==> config.mk <==
export PLATFORM = sky130hd
export DESIGN_NAME = debounce_array
export DESIGN_NICKNAME = d
export VERILOG_FILES = /design/src/rtl/debounce_array.sv
export SDC_FILE = /design/constraint.sdc
export NUM_CORES = 1
export LEC_CHECK = 0
export CAP_MARGIN = 10
export CORE_ASPECT_RATIO = 0.8
export CORE_MARGIN = 2
export CORE_UTILIZATION = 55
export CTS_CLUSTER_DIAMETER = 50
export DETAILED_ROUTE_END_ITERATION = 8
export GPL_TIMING_DRIVEN = 0
export PLACE_DENSITY = 0.74
export REMOVE_ABC_BUFFERS = 1
export SLEW_MARGIN = 20
export SYNTH_ARGS = -nofsm -noshare
export SYNTH_HDL_FRONTEND = slang
export SYNTH_SLANG_ARGS = --single-unit
export TNS_END_PERCENT = 5
==> constraint.sdc <==
create_clock -name clk -period 2.26 [get_ports clk]
set_input_delay 0.565 -clock clk [delete_from_list [all_inputs] [get_ports clk]]
set_output_delay 0.565 -clock clk [all_outputs]
set_load 0.02 [all_outputs]
==> src/rtl/debounce_array.sv <==
// N-channel pushbutton debouncer: synchroniser, stability filter,
// rise/fall pulses and long-press detection with optional auto-repeat.
module debounce_array #(
    parameter int CHANNELS      = 4,
    parameter int SYNC_STAGES   = 2,
    parameter int STABLE_CYCLES = 100,
    parameter int HOLD_CYCLES   = 1000,
    parameter int REPEAT_CYCLES = 200
) (
    input  logic                clk,
    input  logic                rst,
    input  logic [CHANNELS-1:0] noisy_in,
    output logic [CHANNELS-1:0] clean_level,
    output logic [CHANNELS-1:0] rise_pulse,
    output logic [CHANNELS-1:0] fall_pulse,
    output logic [CHANNELS-1:0] hold_pulse,
    output logic                any_rise
);

    localparam int SW   = $clog2(STABLE_CYCLES + 1);
    localparam int HMAX = (HOLD_CYCLES > REPEAT_CYCLES) ?
                          HOLD_CYCLES : REPEAT_CYCLES;
    localparam int HW   = $clog2(HMAX + 1);

    localparam logic [SW-1:0] STABLE_LAST = SW'(STABLE_CYCLES - 1);
    localparam logic [HW-1:0] HOLD_LAST   = HW'(HOLD_CYCLES - 1);
    localparam logic [HW-1:0] REP_LAST    =
        (REPEAT_CYCLES > 0) ? HW'(REPEAT_CYCLES - 1) : '0;

    typedef enum logic [1:0] {
        LOW,
        CHK_HI,
        HIGH,
        CHK_LO
    } state_e;

    logic [SYNC_STAGES-1:0][CHANNELS-1:0] sync_q, sync_d;

    state_e        state_q [CHANNELS];
    state_e        state_d [CHANNELS];
    logic [SW-1:0] cnt_q   [CHANNELS];
    logic [SW-1:0] cnt_d   [CHANNELS];
    logic [HW-1:0] hcnt_q  [CHANNELS];
    logic [HW-1:0] hcnt_d  [CHANNELS];

    logic [CHANNELS-1:0] rep_q, rep_d;
    logic [CHANNELS-1:0] level_q, level_d;
    logic [CHANNELS-1:0] rise_q, rise_d;
    logic [CHANNELS-1:0] fall_q, fall_d;
    logic [CHANNELS-1:0] hold_q, hold_d;
    logic [CHANNELS-1:0] s;

    assign sync_d = {sync_q[SYNC_STAGES-2:0], noisy_in};
    assign s      = sync_q[SYNC_STAGES-1];

    always_comb begin
        for (int i = 0; i < CHANNELS; i++) begin
            state_d[i] = state_q[i];
            cnt_d[i]   = cnt_q[i];
            hcnt_d[i]  = hcnt_q[i];
            rep_d[i]   = rep_q[i];
            level_d[i] = level_q[i];
            rise_d[i]  = 1'b0;
            fall_d[i]  = 1'b0;
            hold_d[i]  = 1'b0;

            unique case (state_q[i])
                LOW: begin
                    if (s[i]) begin
                        if (STABLE_CYCLES == 1) begin
                            state_d[i] = HIGH;
                            level_d[i] = 1'b1;
                            rise_d[i]  = 1'b1;
                            cnt_d[i]   = '0;
                        end else begin
                            state_d[i] = CHK_HI;
                            cnt_d[i]   = SW'(1);
                        end
                    end
                end
                CHK_HI: begin
                    if (!s[i]) begin
                        state_d[i] = LOW;
                        cnt_d[i]   = '0;
                    end else if (cnt_q[i] == STABLE_LAST) begin
                        state_d[i] = HIGH;
                        level_d[i] = 1'b1;
                        rise_d[i]  = 1'b1;
                        cnt_d[i]   = '0;
                    end else begin
                        cnt_d[i] = cnt_q[i] + SW'(1);
                    end
                end
                HIGH: begin
                    if (!s[i]) begin
                        if (STABLE_CYCLES == 1) begin
                            state_d[i] = LOW;
                            level_d[i] = 1'b0;
                            fall_d[i]  = 1'b1;
                            cnt_d[i]   = '0;
                        end else begin
                            state_d[i] = CHK_LO;
                            cnt_d[i]   = SW'(1);
                        end
                    end
                end
                CHK_LO: begin
                    if (s[i]) begin
                        state_d[i] = HIGH;
                        cnt_d[i]   = '0;
                    end else if (cnt_q[i] == STABLE_LAST) begin
                        state_d[i] = LOW;
                        level_d[i] = 1'b0;
                        fall_d[i]  = 1'b1;
                        cnt_d[i]   = '0;
                    end else begin
                        cnt_d[i] = cnt_q[i] + SW'(1);
                    end
                end
                default: begin
                    state_d[i] = LOW;
                    cnt_d[i]   = '0;
                end
            endcase

            // Counter reloads after each pulse; with no repeat it parks.
            if (rise_d[i] || fall_d[i] || !level_q[i]) begin
                hcnt_d[i] = '0;
                rep_d[i]  = 1'b0;
            end else if (rep_q[i] && REPEAT_CYCLES == 0) begin
                hcnt_d[i] = hcnt_q[i];
            end else if (hcnt_q[i] == (rep_q[i] ? REP_LAST : HOLD_LAST)) begin
                hold_d[i] = 1'b1;
                hcnt_d[i] = '0;
                rep_d[i]  = 1'b1;
            end else begin
                hcnt_d[i] = hcnt_q[i] + HW'(1);
            end
        end
    end

    always_ff @(posedge clk) begin
        if (rst) begin
            sync_q  <= '0;
            rep_q   <= '0;
            level_q <= '0;
            rise_q  <= '0;
            fall_q  <= '0;
            hold_q  <= '0;
            for (int i = 0; i < CHANNELS; i++) begin
                state_q[i] <= LOW;
                cnt_q[i]   <= '0;
                hcnt_q[i]  <= '0;
            end
        end else begin
            sync_q  <= sync_d;
            rep_q   <= rep_d;
            level_q <= level_d;
            rise_q  <= rise_d;
            fall_q  <= fall_d;
            hold_q  <= hold_d;
            for (int i = 0; i < CHANNELS; i++) begin
                state_q[i] <= state_d[i];
                cnt_q[i]   <= cnt_d[i];
                hcnt_q[i]  <= hcnt_d[i];
            end
        end
    end

    assign clean_level = level_q;
    assign rise_pulse  = rise_q;
    assign fall_pulse  = fall_q;
    assign hold_pulse  = hold_q;
    assign any_rise    = |rise_q;

endmodule

Word level (Yosys, flattened, before mapping)
Memory sizes are Yosys's and may differ from the RTL's. Index checks and enable logic that the tools add are counted.

Register bits: 28. Memory bits (writable): 76. Output and inout bits: 17. Logic and storage cells: 227. Memories: 3.

$add $sub $neg: 8. Equal/unequal tests: 36. Muxes and demuxes: 123. Bitwise gates (word level): 12. Reduce and logical (&&, ||, !) cells: 29.

Memory list: hcnt_q (depth 4, width 10, rd ports 4, clocked after memory_dff 0, write ports 4, line 43) `logic [HW-1:0] hcnt_q [CHANNELS];`; cnt_q (depth 4, width 7, rd ports 4, clocked after memory_dff 0, write ports 4, line 41) `logic [SW-1:0] cnt_q [CHANNELS];`; state_q (depth 4, width 2, rd ports 4, clocked after memory_dff 0, write ports 4, line 39) `state_e state_q [CHANNELS];`.

Operator list (number): 7-bit 2-to-1 mux (24); 10-bit 2-to-1 mux (16); 7-bit case mux with 4 select lines (4); 2-bit 2-to-1 mux (28); 1-bit 2-to-1 mux (43); 10-bit by 1-bit adder with 10-bit output, second input constant (4); 10-bit equality test (4); 2-bit != test, second input constant (16); 2-bit case mux with 4 select lines (4); 7-bit by 1-bit adder with 7-bit output, second input constant (4); 7-bit equality test, second input constant (4); 5-bit AND reduction (4); 2-bit equality test, second input constant (8); 1-bit bitwise OR (12); 2-bit by 1-bit equality test with 1-bit output, second input constant (4); 2-bit logical NOT (4); 1-bit logical OR (8); 1-bit case mux with 2 select lines (4); 2-bit nonzero test (4); 2-bit OR reduction (4); 1-bit logical NOT (4); 4-bit OR reduction (1).

Logic depth before layout (Yosys ltp)
Gate-level depths: netlist of the first run.

Word-level depth: 8. Depth in mapped cells: 7. Depth with buffers taken out: 6.

Least setup slack after synthesis of the first run
No wires, ideal clock.

Path type: register to register. From: memory state_q[2][0] (netlist name). To: memory cnt_q[2][3] (netlist name). Library setup time: 86 ps. Data arrival time: 1763 ps. Required time: 2174 ps. Setup slack: 412 ps. Cell stages (with the launch flop): 7. Path buffers: 0. Period minus slack after synthesis: 1848 ps. Cell sequence: dfxtp_1 -> inv_1 -> ha_1 -> or3b_1 -> nand2_1 -> or4b_2 -> a211oi_1.

RTL lines (line): from (decl) (39); to (decl) (41).

Worst setup path after layout of the first run
From: register rise_q[1] (netlist: rise_pulse[1]). To: output port any_rise.

Cells in the longest elaborated chain, start to end: 1.

RTL lines: from (decl) (line 48) `logic [CHANNELS-1:0] rise_q, rise_d;`; from (signal assigned) (line 159) `rise_q <= rise_d;`; 4-bit OR reduction (line 174) `assign any_rise = |rise_q;`; to (decl) (line 17) `output logic any_rise`.

Every way passes these cells.

==> run summary, run 1 <==
commonest non-fill, non-tap cell in the layout = dfxtp_1
num rows = 30
clk_lat worst skew = 370 ps
GRT Overall Usage = 20.6%
Biggest register = hcnt_q
vias in the first global route = 3541
Residual DRC = 0
Starting Density = 56.2%
Setup CP Type = reg -> out
Floorplan Core Area = 8450 um2
commonest non-fill, non-tap cells in the layout = dfxtp_1 (103), nor2_1 (63), nand2_1 (34)
Hold Path Class = reg -> reg
largest net degree at the start of global routing = 40
Area growth, synth to finish = 9.67%
leakage = 1.74 nW
crit share post-route = 94.6%
Worst Reg2Reg Path Length in Cells = 6
CTS buffer count = 9
Hold Path Depth = 1
IR drop worst, VDD = 0.457 mV
fill count = 755
hold worst-path end = s[0]
Clock Tree Root = clkbuf_8
largest registers = hcnt_q: 40 flops, cnt_q: 28 flops
power per standard cell area = 606 nW/um2
async set or reset register ratio after synthesis = 0%
Die Height = 87.1 um
GPL Wtd Cong = 0.845
Post-synth EDFFs = 0
Placed Area = 5030 um2
Slew @ Worst Pin = 609 ps
first-pass GRT wire length = 15700 um
top_reg_cell synth = dfxtp_1
hold_buf cts = 0
RSZ-0062 raised after global routing = false
Die Span X = 108 um
Detail Placement HPWL = 6390 um
R2R Setup Slk = 200 ps
Post-Route Skew = 10.0 ps
max-slew violation count = 0
wire per inst = 13.7 um
DR iter-0 viols = 238
max reg flops = 40
nets@finish = 568
Final Util = 61.6%
Max Cap Viol = 0
register area share after synthesis = 43.9%
outcome = finished, final reports clean
total gr overflow = 0
Mean Syn Cell Area = 8.99 um2
Vias = 3827
Synth Warn # = 0
Via density = 5.80
I/O pins = 23
critical path launch point type = flop
post-route cell area = 5210 um2
Total Routed Length = 9020 um
Worst Path Arrival = 1570 ps
fmax = 0.468 GHz
Final ANT Viol Nets = 0
clk buf depth = 2
final hold vios = 0
Power, Total = 3.16 mW
layout cells sized above 1 = 6.02%
antenna violations before repair = 0
Clk pin slew, worst setup/hold paths = 90 ps
Required @ worst endpoint = 1690 ps
Crit Path Max Fanout = 2
port buffer count = 22
Worst Min Path Start = sync_d[4]
Ant. Diodes = 0
mapped cell area = 4750 um2
CP Capture Type = output pin
Final min period = 2140 ps
Synth Register Bits = 104
H-tree depth = 3
First-pass DRT Iterations = 4
Post-Syn Instances = 528
Slew HR = 58.2%
Synth cell types = 63
CTS tree = done
final setup violation count = 0
Worst R2R End = hcnt_q[3][6]
CTS Sinks = 104
Die ar. = 9390 um2
Yosys cell counts, types with 6 or more instances:
library cell,instances,area [um2]
clkbuf_1,9,33.8
ha_1,17,213
nand2b_1,6,37.5
inv_1,18,67.6
and3_1,15,93.8
nor3_1,16,80.1
nor2b_1,14,87.6
a211oi_1,12,90.1
nand2_1,35,131
nor4_1,7,43.8
xor2_1,20,175
nand4_1,9,56.3
nand3_1,29,145
or4_1,9,67.6
a31oi_1,11,68.8
o21ai_0,13,65.1
nor2_1,63,236
xnor2_1,16,140
dfxtp_1,104,2080
a21oi_1,22,110
worst max-delay path by stage:
| stage | slack (ps) | end | start | cells past startpoint |
|---|---|---|---|---|
| after detailed placement | 60 | hcnt_q[1][9] | state_q[1][0] | 5 |
| final | 120 | any_rise | rise_pulse[1] | 2 |
| after global routing | 9 | hcnt_q[3][7] | flop | 6 |
| after global placement | -1510 | hcnt_q[1][8] | rst | 5 |
| after CTS | 40 | cnt_q[2][3] | state_q[2][0] | 6 |
| after floorplan | 280 | cnt_q[2][3] | state_q[2][0] | 6 |
stage by stage:
step                      worst slack [ps]  setup TNS (ps)  std cells  hold WS [ps]
after CTS                             35.5               0        660           450
after global routing                  9.13               0        660           455
after global placement               -1510          -81080        645           418
after floorplan                        283               0        511           414
final                                  123               0        660           447
after detailed placement              61.7               0        646           436
what timing repair did:
item / 4_1_cts / 5_1_grt
resized for setup: 1 / 3
setup buffers: 0 / 0
setup endpoints to repair: 1 / 11
pin swaps: 0 / 0
cells by family after synthesis:
kind of cell    after synthesis  share of synthesized area (%)
xor+xnor                     37                           6.98
fa+ha+maj                    17                           4.48
compound gates               90                           12.9
buf+inv                      35                           3.27
mux                           5                           1.08
simple gates                240                           27.4
flops                       104                           43.9
worst max-delay path: stages (launching register included):
cell and delay, ps:
dfxtp_1 360, or4_1 520, dlygate4sd2_1 330
where the power goes:
part	internal [mW]	leakage, nW	switching [mW]
Sequential	1.86	0.841	0.0342
Combinational	0.0840	0.821	0.165
Clock	0.417	0.0773	0.592
metal layers:
| metal | track usage [%] | vias to the layer above | routed length, um |
|---|---|---|---|
| met4 | 8.04 | 0 | 195 |
| met3 | 6.13 | 11 | 288 |
| met5 | 0 | - | 0 |
| li1 | - | 1950 | - |
| met2 | 33.6 | 51 | 4190 |
| met1 | 25.8 | 1815 | 4350 |
cell type report:
class / count / area [um2] / area share [%]
inverter: 18 / 67.6 / 1.30
timing repair buffer: 23 / 234 / 4.49
tap: 112 / 140 / 2.69
multi-input combinational: 389 / 2520 / 48.4
clock inverter: 3 / 20.0 / 0.385
clock buffer: 11 / 141 / 2.72
sequential: 104 / 2080 / 40.0
Power figures use the tool's default switching activity.
==> run 2: changes to the inputs <==
--- a/config.mk
+++ b/config.mk
@@ -7,7 +7,6 @@
 export LEC_CHECK = 0
 export CAP_MARGIN = 10
 export CORE_ASPECT_RATIO = 0.8
-export CORE_MARGIN = 2
 export CORE_UTILIZATION = 55
 export CTS_CLUSTER_DIAMETER = 50
 export DETAILED_ROUTE_END_ITERATION = 8
==> run 2 against run 1 <==
  * Register-to-register slack worse by 30 ps
  * Sequential cell count unchanged
  * Hold slack worse by 1.7 ps
  * Utilization up 2.5 points
  * Critical path type unchanged
  * Critical endpoint unchanged
==> run summary, run 2 (synthesized netlist as in run 1, its figures left out) <==
I/O pins = 23
Die ar. = 9010 um2
Slew HR = 60.2%
Reg power frac = 58.7%
Clock Tree Root = clkbuf_8
Die Height = 85.1 um
DR iter-0 viols = 155
Post-CTS Setup Inserts = 0
H-tree depth = 3
IR drop worst, VDD = 0.512 mV
setup slack after layout = 129 ps
layout cells sized above 1 = 5.48%
Max Cap Viol = 0
fmax = 0.469 GHz
leakage = 1.75 nW
largest registers = hcnt_q: 40 flops, cnt_q: 28 flops
final setup TNS = 0 ps
clk buf depth = 2
Die Span X = 106 um
Final ANT Viol Nets = 0
final hold vios = 0
Via density = 5.76
fill count = 711
outcome = finished, final reports clean
First-pass DRT Iterations = 4
critical path launch point type = flop
Final min period = 2130 ps
Crit Path Max Fanout = 2
Final Util = 64.1%
power per standard cell area = 620 nW/um2
WHS = 445 ps
crit share post-route = 94.3%
Internal = 2.47 mW
Required @ worst endpoint = 1690 ps
Vias = 3770
Area growth, synth to finish = 9.83%
Total Routed Length = 8680 um
commonest non-fill, non-tap cells in the layout = dfxtp_1 (104), nor2_1 (63), nand2_1 (34)
register area = 2080 um2
Starting Density = 58.4%
CP Capture Type = output pin
max-slew violation count = 0
Cell Chain, Critical Path = or4_1, dlygate4sd2_1
wire per inst = 13.3 um
Comb power frac = 7.7%
switching share of power = 23.6%
final setup violation count = 0
antenna violations before repair = 0
Biggest register = hcnt_q
Post-Route Skew = 5.38 ps
Psw = 0.762 mW
Placed Area = 5030 um2
Residual DRC = 0
CTS buffer count = 9
GRT Overall Usage = 21.2%
post-route cell area = 5210 um2
Worst Path Arrival = 1570 ps
Hold Path Class = reg -> reg
vias in the first global route = 3517
max reg flops = 40
Slew @ Worst Pin = 580 ps
Detail Placement HPWL = 6090 um
commonest non-fill, non-tap cell in the layout = dfxtp_1
placed cell count = 642
multi-input logic area = 2520 um2
largest net degree at the start of global routing = 42
Clk pin slew, worst setup/hold paths = 90 ps
slowest CP cell = or4_1
total gr overflow = 0
GPL Wtd Cong = 0.811
clk_lat worst skew = 370 ps
CTS Sinks = 104
Cell Count, Final, Fillers Out = 655
Worst Setup Slack post-DPL = 69.5 ps
RSZ-0062 raised after global routing = false
slowest cell delay on critical path = 520 ps
clock power share = 33.6%
Setup CP Type = reg -> out
Floorplan Core Area = 8130 um2
num rows = 29
port buffer count = 22
CTS tree = done
Power, Total = 3.23 mW
nets@finish = 568
Ant. Diodes = 0
first-pass GRT wire length = 15500 um
==> run 2: cell types whose count changed in the layout (fill, tap and decap cells not counted), sizes merged <==
| cell | change |
|---|---|
| clkinvlp | -2 |
| bufinv | +1 |
| clkbuf | +1 |
| clkinv | -1 |
==> run 2: final cells by class <==
type                    count  area share, %
inverters                  18           1.30
flip-flops and latches    104           39.9
clock inverters             1          0.576
well taps                 108           2.59
repair buffers             23           4.49
clock buffers              12           2.78
multi-input cells         389           48.3
==> run 2: power groups by stage <==
stage / logic [mW] / clock network, mW / registers, mW
6_report: 0.248 / 1.09 / 1.90
5_1_grt: 0.285 / 1.21 / 1.90
4_1_cts: 0.245 / 1.13 / 1.90
3_5_place_dp: 0.244 / 0 / 1.94
3_3_place_gp: 0.233 / 0 / 1.94
2_1_floorplan: 0.172 / 0 / 1.93
==> run 2: timing repair <==
item | in CTS | in global routing
gates resized for setup | 1 | 2
gates cloned | 0 | 0
setup endpoints to repair | 1 | 10
hold buffers | 0 | 0
==> run 2: worst paths after layout <==
check / endpoint / slack, ps / start / cells past startpoint
max: any_rise / 130 / rise_pulse[1] / 2
min: s[2] / 450 / sync_d[6] / 1
max reg2reg: cnt_q[2][3] / 170 / state_q[2][0] / 6
min reg2reg: s[2] / 450 / sync_d[6] / 1
==> run 2: critical path: cells and delay by family, from the launching register on <==
family | cells | cell delay (ps)
DFF | 1 | 350
buffers and inverters | 1 | 330
and+or+nand+nor | 1 | 520
==> run 2: layer usage <==
metal,GRT usage [%],part of all wire (%)
met4,6.57,1.9
met5,0,0
met2,35.2,46
met3,6.45,3.3
met1,26.6,48
